**config.mk**
```make
export PLATFORM = sky130hd
export DESIGN_NAME = tt_characterizer
export DESIGN_NICKNAME = d
export VERILOG_FILES = /design/src/rtl/tt_pkg.sv /design/src/rtl/tt_settle_timer.sv /design/src/rtl/tt_characterizer.sv
export SDC_FILE = /design/constraint.sdc
export NUM_CORES = 1
export LEC_CHECK = 0
export ABC_AREA = 1
export BUFFER_PORTS_ARGS = -buffer_cell sky130_fd_sc_hd__buf_2
export CAP_MARGIN = 20
export CORE_ASPECT_RATIO = 1.1
export CORE_MARGIN = 5
export CORE_UTILIZATION = 40
export DETAILED_ROUTE_END_ITERATION = 7
export GPL_ROUTABILITY_DRIVEN = 1
export GPL_TIMING_DRIVEN = 1
export HOLD_SLACK_MARGIN = 0.02
export RECOVER_POWER = 25
export SETUP_SLACK_MARGIN = 0.15
export SLEW_MARGIN = 20
export SYNTH_ARGS = -nofsm -noshare
export SYNTH_HDL_FRONTEND = slang
export SYNTH_HIERARCHICAL = 1
export SYNTH_SLANG_ARGS = --single-unit
```
**constraint.sdc**
```tcl
create_clock -name clk -period 3.85 [get_ports clk]
set_input_delay 0 -clock clk [delete_from_list [all_inputs] [get_ports clk]]
set_output_delay 0 -clock clk [all_outputs]
set_load 0.05 [all_outputs]
```
**src/rtl/tt_pkg.sv**
```systemverilog
// Shared types and sizing for the truth-table characterizer.
package tt_pkg;

  localparam int IDX_W      = 3;
  localparam int NUM_COMBOS = 8;
  localparam int CNT_W      = 8;

  typedef enum logic [1:0] {
    IDLE   = 2'd0,
    DRIVE  = 2'd1,
    SAMPLE = 2'd2,
    DONE   = 2'd3
  } tt_state_e;

endpackage

```
**src/rtl/tt_settle_timer.sv**
```systemverilog
// Settle timer: counts cycles while enabled and flags the last settle cycle.
module tt_settle_timer
  import tt_pkg::*;
#(
  parameter int unsigned SETTLE_CYCLES = 4
) (
  input  logic clk,
  input  logic rst,
  input  logic clear,
  input  logic enable,
  output logic tc
);

  localparam logic [CNT_W-1:0] TC_VAL = CNT_W'(SETTLE_CYCLES - 1);

  logic [CNT_W-1:0] cnt;

  assign tc = (cnt == TC_VAL);

  // Count up to the terminal value and hold there so the counter never wraps.
  always_ff @(posedge clk) begin
    if (rst || clear) begin
      cnt <= '0;
    end else if (enable && !tc) begin
      cnt <= cnt + 1'b1;
    end
  end

endmodule

```
**src/rtl/tt_characterizer.sv**
```systemverilog
// Sweeps all 3-bit input combinations into a combinational target and
// captures its response as an 8-bit truth-table code.
//
// state  | meaning
// -------+-------------------------------------------------------------
// IDLE   | waiting for start, drive_in parked at 0
// DRIVE  | driving combination idx, waiting SETTLE_CYCLES cycles
// SAMPLE | capture target_out into tt_code[7-idx], advance or finish
// DONE   | one-cycle done pulse; start here chains straight into a sweep
module tt_characterizer
  import tt_pkg::*;
#(
  parameter int unsigned SETTLE_CYCLES = 4,
  parameter logic [7:0]  EXPECTED_CODE = 8'h78
) (
  input  logic       clk,
  input  logic       rst,
  input  logic       start,
  output logic [2:0] drive_in,
  input  logic       target_out,
  output logic       busy,
  output logic       done,
  output logic [7:0] tt_code,
  output logic       match
);

  localparam logic [IDX_W-1:0] LAST_IDX = IDX_W'(NUM_COMBOS - 1);

  tt_state_e        state;
  tt_state_e        state_nxt;
  logic [IDX_W-1:0] idx;
  logic             settle_tc;
  logic             sweep_go;
  logic             last_combo;
  logic [7:0]       code_nxt;

  assign last_combo = (idx == LAST_IDX);
  assign busy       = (state == DRIVE) || (state == SAMPLE);
  assign done       = (state == DONE);
  assign drive_in   = busy ? idx : '0;

  tt_settle_timer #(
    .SETTLE_CYCLES(SETTLE_CYCLES)
  ) u_settle_timer (
    .clk   (clk),
    .rst   (rst),
    .clear (state != DRIVE),
    .enable(state == DRIVE),
    .tc    (settle_tc)
  );

  // State register.
  always_ff @(posedge clk) begin
    if (rst) begin
      state <= IDLE;
    end else begin
      state <= state_nxt;
    end
  end

  // Next-state decode; start is only honoured in IDLE and DONE.
  always_comb begin
    state_nxt = state;
    sweep_go  = 1'b0;
    case (state)
      IDLE: begin
        if (start) begin
          sweep_go  = 1'b1;
          state_nxt = DRIVE;
        end
      end
      DRIVE: begin
        if (settle_tc) begin
          state_nxt = SAMPLE;
        end
      end
      SAMPLE: begin
        state_nxt = last_combo ? DONE : DRIVE;
      end
      DONE: begin
        if (start) begin
          sweep_go  = 1'b1;
          state_nxt = DRIVE;
        end else begin
          state_nxt = IDLE;
        end
      end
      default: state_nxt = IDLE;
    endcase
  end

  // Truth-table code with the current response merged in at bit (7-idx).
  always_comb begin
    code_nxt                  = tt_code;
    code_nxt[LAST_IDX - idx]  = target_out;
  end

  // Sweep datapath: index, captured code and match flag.
  always_ff @(posedge clk) begin
    if (rst) begin
      idx     <= '0;
      tt_code <= '0;
      match   <= 1'b0;
    end else if (sweep_go) begin
      idx     <= '0;
      tt_code <= '0;
      match   <= 1'b0;
    end else if (state == SAMPLE) begin
      tt_code <= code_nxt;
      if (last_combo) begin
        match <= (code_nxt == EXPECTED_CODE);
      end else begin
        idx <= idx + 1'b1;
      end
    end
  end

endmodule

```
==> metrics, run 1 <==
status complete, no violations; Max FO, Critical Path 15; DP Area 1510 µm²; WL final 2.87 mm; global-route wire length before repair 4.73 mm; Root Buffer clkbuf_4; post-route setup slack 2.19 ns; clock skew 0.00419 ns; total CTS buffers 3; Skew-Pair Late Insertion Delay 0.30 ns; Ant. Diodes 0; detailed route wirelength on metal3 62 µm; hold slack 0.0570 ns; DR DRC count 0; register bit total from synthesis 22; number of routed nets with antenna violations 0; number of global-route vias before repair 1,092; 1st-iter DRT viols 66; Hold Path Class input port to flop; htree depth 1; I/O pin total 18; hold path startpoint start; dpl hpwl 2.16 mm; routed via count 1,274; Max VDD drop 0.212 mV; Avg Synthesized Cell Area 6.57 µm²; Die Wd 66.4 µm; share of cells above drive strength 1 0.109; DR vias/cell 4.58; DRT met1 WL 1.33 mm; largest net degree at the start of global routing 16; CTS Sinks 22; Cells after Synth 213; Cell Area, Synth 1400 µm²; Worst Path Arrival 1.86 ns; Max Cap Viol 0; Initial Util 0.417; Setup TNS 0 ns; critical path required time 4.05 ns; Fmax 601 MHz; nets 244; core area 3360 µm²; TritonCTS clock tree done; Seq/Total Area, Yosys 0.315; final setup fails 0; most common cell after layout, fill and taps aside nand2_1; crit path time final 1.66 ns; most frequent cells in the layout nand2_1 (64), inv_1 (29), nor2_1 (24), dfxtp_1 (22); initial antenna violation count 0; Worst Setup Start Kind flop; Post-Layout Inst Area 1530 µm²; Slew HR 0.597; CTS Buffer Depth 2; Die Y 72.1 µm; Power Dens Cells 467 nW/µm²; routed wire length on met2 1.46 mm; Max Slew Vio Count 0; Pleak 0.696 nW; final hold viol count 0; Tot GR Track Use 0.126; Critical Path Start state[0]; fin crit share 0.432; Slew @ Worst Pin 0.608 ns; Netlist cell types 24; clk slew on worst S/H paths 0.12 ns; Placer Congestion 0.787; wire per inst 10.3 µm; DR pass1 iterations 4; CP Class flop to flop; post-cts resize count 0; RSZ-0062 raised after global routing false; max layer used met4; cell row count 22; DP Worst Slack 2.21 ns; Post-CTS Setup Repair Bufs 0; total number of yosys warnings 6; GR Overflow Total 0; CP Capture Type flop; Area growth, synth to finish 9.12%; reg2reg start state[0]; IO buf count 17; Post-Syn Nets 225; die area 4780 µm²
==> metal layers <==
layer | global-route usage | vias up
met1 | 0.148 | 551
met5 | 0 | -
met3 | 0.0217 | 2
li1 | - | 707
met4 | 0.0519 | 0
met2 | 0.222 | 14
==> worst max-delay path, cell delays in order (launching register included) <==
cell and delay, ns:
dfxtp_1 0.37, inv_1 0.09, ha_1 0.48, inv_1 0.18
nor2_1 0.12, inv_1 0.09, o21ai_0 0.16, a21oi_1 0.05
==> flip-flops by register name, summed over array words and instances (netlist names) <==
name                count
tt_code                 8
state                   2
u_settle_timer/cnt      8
idx                     3
match                   1
==> kinds of logic (layout without fill, tap and decap cells) <==
logic type,after synthesis,after routing,synth area share
adders and majority gates,8,8,0.0715
DFF,22,22,0.315
and+or+nand+nor,111,111,0.334
AOI/OAI and AO/OA,31,31,0.132
buffers and inverters,38,55,0.129
xor gates and xnor gates,3,3,0.0188
==> cell type report <==
| type | instances | area (µm²) |
|---|---|---|
| multi-input cells | 153 | 779 |
| fillers | 386 | 1830 |
| inverters | 34 | 141 |
| well taps | 48 | 60.1 |
| clock buffers | 3 | 22.5 |
| flip-flops and latches | 22 | 440 |
| repair buffers | 18 | 83.8 |
==> synth_stat cells <==
library cell / number / share of area
nand2_1: 64 / 0.17
inv_1: 29 / 0.078
nor2_1: 24 / 0.064
dfxtp_1: 22 / 0.31
nand3_1: 12 / 0.043
o21ai_0: 12 / 0.043
a21oi_1: 11 / 0.039
ha_1: 8 / 0.071
nand4_1: 5 / 0.022
inv_2: 4 / 0.011
o211ai_1: 4 / 0.021
buf_6: 3 / 0.024
nand2_2: 2 / 0.0089
nor2_2: 2 / 0.0089
xnor2_1: 2 / 0.013
a21oi_2: 1 / 0.0063
a21oi_4: 1 / 0.012
buf_2: 1 / 0.0036
bufinv_8: 1 / 0.013
nand3_2: 1 / 0.0071
nor2_4: 1 / 0.0080
o21ai_2: 1 / 0.0063
o22ai_1: 1 / 0.0045
xor2_1: 1 / 0.0063
==> report_power, final <==
| group | internal [mW] | switching, mW | leakage (nW) |
|---|---|---|---|
| combinational | 0.0982 | 0.223 | 0.504 |
| clock | 0.0365 | 0.0680 | 0.0138 |
| sequential | 0.252 | 0.0360 | 0.178 |
| total | 0.387 | 0.327 | 0.696 |
==> final timing paths <==
kind                    to  slack (ns)  depth (start not counted)
hold / removal    state[0]        0.06                          5
setup / recovery    idx[0]        2.19                          7
setup reg to reg    idx[0]        2.19                          7
hold reg to reg   state[1]        0.51                          2
==> timing repair <==
item	in CTS	in global routing
hold buffers	1	0
hold endpoints to repair	2	0
setup endpoints to repair	0	0
==> stage by stage <==
| step | power, mW | util | cells |
|---|---|---|---|
| 6_report | 0.714 | 0.455 | 278 |
| 5_1_grt | 0.773 | 0.455 | 278 |
| 4_1_cts | 0.730 | 0.458 | 278 |
| 3_5_place_dp | 0.621 | 0.449 | 274 |
| 3_3_place_gp | 0.621 | 0.449 | 274 |
| 2_1_floorplan | 0.563 | - | 213 |
Power figures use the tool's default switching activity.
==> run 2, diff against run 1 <==
ABC_AREA = 0   (was 1)
clock period = 1.5 ns   (was 3.85 ns; I/O delays follow)
==> run 2 against run 1 <==
  * The run now ends with negative setup slack left
  * Die area fell by 3.7%
  * Combinational power rose to 3.8 times the previous value
  * Wire length rose by 44%
  * Synthesized cell count fell by 25%
  * Count of clock-buffer cells in the layout did not move
  * Worst setup slack got worse by 2.5 ns
  * Sequential share of layout area fell by 6.9 points
  * Via count rose by 11%
  * Critical path type unchanged
  * Highest routed layer unchanged
==> metrics, run 2 <==
Placed Cells 231 (-16%); Critical-path top delay cell or4b_4; complex-gate fraction of the synthesized area 0.198 (+0.0657); Area growth, synth to finish 58.7%; IO buf count 17 (unchanged); global-route wire length before repair 5.89 mm (+24%); post-synth top area share 0.329 (+0.0141); DR vias/cell 5.67 (+24%); Slew HR 0.585 (-0.0114); final setup fails 5 (+5); Post-synth EDFFs 0 (unchanged); Tot GR Track Use 0.158 (+0.0323); cell with the most instances after synthesis dfxtp_1; Placer Congestion 0.861 (+9.5%); routed via count 1,413 (+11%); adder-cell share of the synthesized area 0.0747 (+0.00320); Pleak 0.767 nW (+10%); number of routed nets with antenna violations 0 (unchanged); Cells after Synth 159 (-25%); total number of yosys warnings 6 (unchanged); Post-synth top flop dfxtp_1; Seq. cell area 465 µm² (+5.7%); hold-critical path depth 3 (-2); core area 3280 µm² (-2.5%); CTS Sinks 22 (unchanged); most frequent cells in the layout buf_4 (31), nand2_1 (13), nor2_1 (12), dfxtp_1 (12), buf_6 (10); failing checks negative setup slack; final non-filler cell total 249 (-10%); Seq/Total Area, Yosys 0.329 (+0.0141); sequence of cells on the critical path ha_4, or4b_4, buf_6, o41a_1, mux2i_1; R2R depth 5 (-2); largest net degree at the start of global routing 16 (unchanged); GR Overflow Total 0 (unchanged); Avg Synthesized Cell Area 8.43 µm² (+28%); WL final 4.12 mm (+44%); post-synthesis simple-gate area fraction 0.250 (-0.0840); htree depth 1 (unchanged); status finished with violations; CP Capture Type flop; CTS Buffer Depth 2 (unchanged); critical path required time 1.70 ns (-2.35 ns); 1st-iter DRT viols 68 (+3.0%); Die Y 70.7 µm (-1.9%); Synth area leaders dfxtp_1 (33%), ha_1 (7.5%), mux2i_1 (6.7%); Fmax 565 MHz (-6.0%); nets 227 (-7.0%); Root Buffer clkbuf_4; largest family of logic cells by synthesized area simple AND/OR/NAND/NOR gates; die area 4610 µm² (-3.7%); share of cells above drive strength 1 0.521 (+0.412); DP Area 1640 µm² (+9.1%); final hold viol count 0 (unchanged); most common cell after layout, fill and taps aside buf_4; Ant. Diodes 0 (unchanged); Power Dens Cells 1040 nW/µm² (+120%); hold path startpoint target_out; number of global-route vias before repair 1,343 (+23%); Yosys top cell by area dfxtp_1; Initial Util 0.409 (-0.00782); Post-Layout Inst Area 2130 µm² (+39%); CP Class flop to flop; Regs by FF count tt_code: 8 flops, u_settle_timer/cnt: 8 flops, idx: 3 flops; Max Cap Viol 0 (unchanged); initial antenna violation count 0 (unchanged); top cells by count, synth dfxtp_1 (22), nor2_1 (18), a21oi_1 (14); clk slew on worst S/H paths 0.12 ns (about the same); Worst Setup Start Kind flop; Max VDD drop 0.677 mV (+220%); Die Wd 65.2 µm (-1.8%); crit path time final 1.77 ns (+0.106 ns); post-synthesis mux area share 0.0672 (+0.0672); DR DRC count 0 (unchanged); I/O pin total 18 (unchanged); Slew @ Worst Pin 0.625 ns (+0.0171 ns); Multi-input gate area 1070 µm² (+38%); Netlist cell types 46 (+92%); fillers 266 (-31%); cell row count 22 (unchanged); register bit total from synthesis 22 (unchanged); worst hold endpoint tt_code[2]; DP Worst Slack -0.465 ns (-2.67 ns); Hold Path Class input port to flop; Skew-Pair Late Insertion Delay 0.30 ns (about the same); post-layout total power 2.20 mW (+210%); Max FO, Critical Path 2 (-13); asr flop ratio synth 0 (unchanged); post-route setup slack -0.270 ns (-2.46 ns); total CTS buffers 3 (unchanged); slowest cell delay on critical path 0.49 ns (about the same); wire per inst 16.6 µm (+60%); Post-Syn Nets 171 (-24%); xor/xnor share of the synthesized area 0.0196 (+0.000841); reg2reg end u_settle_timer/cnt[0]; Worst Path Arrival 1.97 ns (+0.11 ns); RSZ-0062 raised after global routing true; Max Slew Vio Count 0 (unchanged); dpl hpwl 2.46 mm (+14%); Cell Area, Synth 1340 µm² (-4.3%); reg-to-reg setup timing slack -0.27 ns (-2.46 ns); DR pass1 iterations 4 (unchanged); Setup TNS -1.11 ns (-1.11 ns); clock skew 0.00219 ns (-0.00200 ns); reg2reg start u_settle_timer/cnt[0]; TritonCTS clock tree done; fin crit share 1.18 (+0.748)
## run 2: cell count changes in the layout (fill, tap and decap cells not counted), moves of 8 or more
cell,previous run,this run
nand2_1,64,13
buf_4,0,31
inv_1,29,3
nor2_1,24,12
buf_6,0,10
dfxtp_1,22,12
nand3_1,12,4
## run 2: layout make-up
cell class                 count  share of cell area
multi-input combinational    122               0.504
tap                           36              0.0212
clock buffer                   3              0.0106
inverter                       6              0.0153
timing repair buffer          60               0.230
sequential                    22               0.219
## run 2: logic make-up after synthesis
| kind of cell | count (synthesis) |
|---|---|
| AO/OA/AOI/OAI | 39 |
| flip-flops | 22 |
| XOR/XNOR | 3 |
| AND/OR/NAND/NOR | 63 |
| multiplexers | 9 |
| buffers and inverters | 15 |
| adder cells (fa/ha/maj) | 8 |
## run 2: worst max-delay path by stage
stage / from / to
after floorplan: u_settle_timer/cnt[0] / state[1]
after global placement: u_settle_timer/cnt[0] / state[1]
after detailed placement: u_settle_timer/cnt[1] / state[1]
after CTS: u_settle_timer/cnt[1] / u_settle_timer/cnt[0]
after global routing: u_settle_timer/cnt[1] / state[0]
final: u_settle_timer/cnt[0] / u_settle_timer/cnt[0]
## run 2: worst max-delay path, delay by kind of cell, from the launching register on
kind,cells,cell delay (ns)
AND/OR/NAND/NOR,1,0.49
adder cells (fa/ha/maj),1,0.13
flip-flops,1,0.37
AO/OA/AOI/OAI,1,0.37
buffers and inverters,1,0.15
multiplexers,1,0.15
## run 2: repair_timing
item,CTS,global route
gates resized for setup,24,68
hold buffers,1,0
pin swaps,5,18
cloned,0,1
setup buffers,3,10
hold endpoints to repair,2,0
endpoints found under the setup margin,24,24
## run 2: metrics by stage
stage | hold slack, ns | utilization
after floorplan | 0.0721 | -
after global routing | 0.0569 | 0.649
after global placement | 0.255 | 0.502
after CTS | 0.0347 | 0.547
after detailed placement | 0.273 | 0.502
final | 0.0618 | 0.649
## run 2: power breakdown
group	switching [mW]	total [mW]	internal (mW)
logic	0.658	1.23	0.577
registers	0.0632	0.695	0.631
clock network	0.179	0.273	0.0937
## run 2: routing by layer
layer / global-route usage / vias to the layer above / wire [µm]
li1: - / 681 / -
met1: 0.167 / 691 / 1590
met2: 0.298 / 25 / 2280
met3: 0.0333 / 16 / 101
met4: 0.0622 / 0 / 153
met5: 0 / - / 0
==> run 3, diff against run 2 <==
CELL_PAD_IN_SITES_DETAIL_PLACEMENT = 0   (was not set)
CELL_PAD_IN_SITES_GLOBAL_PLACEMENT = 2   (was not set)
CORE_UTILIZATION = 30   (was 40)
PLACE_DENSITY_LB_ADDON = 0.1   (was not set)
SETUP_SLACK_MARGIN = not set   (was 0.15)
==> run 3 against run 2 <==
  * The run still ends with negative setup slack left
  * First-iteration DRC count shrank 47%
  * Combinational power is 18% lower
  * Final area is 7.4% lower
  * Clock skew grew 0.0079 ns
  * Fmax up 1.0%
  * Count of clock-buffer cells in the layout stayed put
  * Total power increased by 2.2%
  * Sequential cell count is the same
  * Critical endpoint is now state[0]
  * Largest cell class unchanged
==> metrics, run 3 (synthesis gave the netlist of run 2 again) <==
status finished with violations; failing checks negative setup slack; max layer used met4; IO buf count 17 (unchanged); Initial Util 0.310 (-0.0987); Max Cap Viol 0 (unchanged); number of routed nets with antenna violations 0 (unchanged); dpl hpwl 2.70 mm (+9.7%); htree depth 1 (unchanged); most common cell after layout, fill and taps aside buf_4; post-route setup slack -0.252 ns (+0.0183 ns); CTS Buffer Depth 2 (unchanged); TritonCTS clock tree done; routed via count 1,350 (-4.5%); Hold Path Class input port to flop; CP Capture Type flop; Root Buffer clkbuf_8; critical path required time 1.66 ns (-0.04 ns); Skew-Pair Late Insertion Delay 0.27 ns (-0.03 ns); clk slew on worst S/H paths 0.09 ns (-0.03 ns); CTS Sinks 22 (unchanged); share of cells above drive strength 1 0.406 (-0.116); total CTS buffers 3 (unchanged); DR pass1 iterations 4 (unchanged); initial antenna violation count 0 (unchanged); final setup fails 5 (unchanged); Fmax 571 MHz (+1.0%); RSZ-0062 raised after global routing true; Slew HR 0.601 (+0.0158); DR DRC count 0 (unchanged); routed wire length on met2 2.02 mm (-11%); largest net degree at the start of global routing 14 (-2); Die Y 80.1 µm (+13%); CP Class flop to flop; Critical-path top delay cell or4b_4; 1st-iter DRT viols 36 (-47%); Ant. Diodes 0 (unchanged); Max FO, Critical Path 3 (+1); most frequent cells in the layout buf_4 (45), nor2_1 (16), dfxtp_1 (16), a21oi_1 (13), nand2_1 (13); Tot GR Track Use 0.135 (-0.0230); Max Slew Vio Count 0 (unchanged); final hold viol count 0 (unchanged); global-route wire length before repair 6.28 mm (+6.7%); Worst Setup Start Kind flop; Area growth, synth to finish 47.1%; core area 4320 µm² (+32%); Placer Congestion 0.820 (-4.7%); Setup TNS -0.990 ns (+0.118 ns); die area 5910 µm² (+28%); DR vias/cell 4.98 (-12%); I/O pin total 18 (unchanged); DRT met1 WL 1.63 mm (+2.5%); Max VDD drop 0.438 mV (-35%); slowest cell delay on critical path 0.48 ns (about the same); Pleak 0.802 nW (+4.5%); wire per inst 13.8 µm (-17%); crit path time final 1.75 ns (-0.0183 ns); Regs by FF count tt_code: 8 flops, u_settle_timer/cnt: 8 flops, idx: 3 flops; Slew @ Worst Pin 0.601 ns (-0.0238 ns); detailed route wirelength on metal3 50 µm (-50%); fin crit share 1.17 (-0.0122); sequence of cells on the critical path ha_4, or4b_4, nor4_4, a2bb2oi_2, buf_4, a31o_4, a21oi_2; Power Dens Cells 1140 nW/µm² (+10%); Worst Path Arrival 1.91 ns (-0.06 ns); number of global-route vias before repair 1,395 (+3.9%); cell row count 25 (+14%); nets 230 (+1.3%); fin util 0.457 (-0.193); Die Wd 73.7 µm (+13%); clock skew 0.0101 ns (+0.00789 ns); WL final 3.75 mm (-9.2%); GR Overflow Total 0 (unchanged)
[run 3: cell count changes in the layout (fill, tap and decap cells not counted), moves of 5 or more]
cell     change
buf_2        +5
a21oi_1      +6
a21oi_2      -6
nor2_4       -5
buf_6       -10
buf_4       +14
[run 3: layer usage]
layer | GRT usage | vias up
met5 | 0 | -
li1 | - | 688
met4 | 0.0380 | 0
met3 | 0.0188 | 4
met2 | 0.250 | 9
met1 | 0.157 | 649
[run 3: cell type report]
| class | count | area, µm² |
|---|---|---|
| Clock inverter | 1 | 30.0 |
| Multi-Input combinational cell | 122 | 931 |
| Inverter | 6 | 22.5 |
| Fill cell | 439 | 2350 |
| Tap cell | 54 | 67.6 |
| Timing Repair Buffer | 63 | 425 |
| Sequential cell | 22 | 453 |
| Clock buffer | 3 | 41.3 |
[run 3: repair_timing]
| action | 4_1_cts | 5_1_grt |
|---|---|---|
| resized for setup | 18 | 9 |
| setup endpoints to repair | 15 | 18 |
| pin swaps | 5 | 3 |
| buffers inserted | 7 | 2 |
| endpoints found under the hold margin | 1 | 0 |
| hold buffers | 1 | 0 |
[run 3: critical path: cells and delay by family, from the launching register on]
| kind | cells | cell delay, ns |
|---|---|---|
| buffers and inverters | 1 | 0.15 |
| adder cells (fa/ha/maj) | 1 | 0.13 |
| AND/OR/NAND/NOR | 2 | 0.65 |
| flip-flops | 1 | 0.37 |
| AO/OA/AOI/OAI | 3 | 0.35 |
[run 3: final timing paths]
path	from	end	slack, ns	cells after the start
worst max-delay path	u_settle_timer/cnt[0]	state[0]	-0.25	7
worst min-delay path	target_out	tt_code[3]	0.08	3
worst max register to register	u_settle_timer/cnt[0]	state[0]	-0.25	7
worst min register to register	match	match	0.50	2
[run 3: power by group]
part | total, mW | leakage [nW] | internal, mW | switching, mW
sequential | 0.668 | 0.181 | 0.622 | 0.0453
combinational | 1.01 | 0.585 | 0.459 | 0.548
clock | 0.576 | 0.0357 | 0.357 | 0.219
total | 2.25 | 0.802 | 1.44 | 0.812
[run 3: per-stage QoR]
stage	worst slack (ns)	hold WS, ns	area, µm²	instances	power (mW)
4_1_cts	-0.260	0.0942	1920	269	2.20
5_1_grt	-0.321	0.119	1970	271	2.38
6_report	-0.252	0.0850	1970	271	2.25
3_3_place_gp	-0.338	0.264	1720	257	1.54
3_5_place_dp	-0.425	0.272	1720	257	1.55
2_1_floorplan	-0.329	0.0721	1360	159	1.25
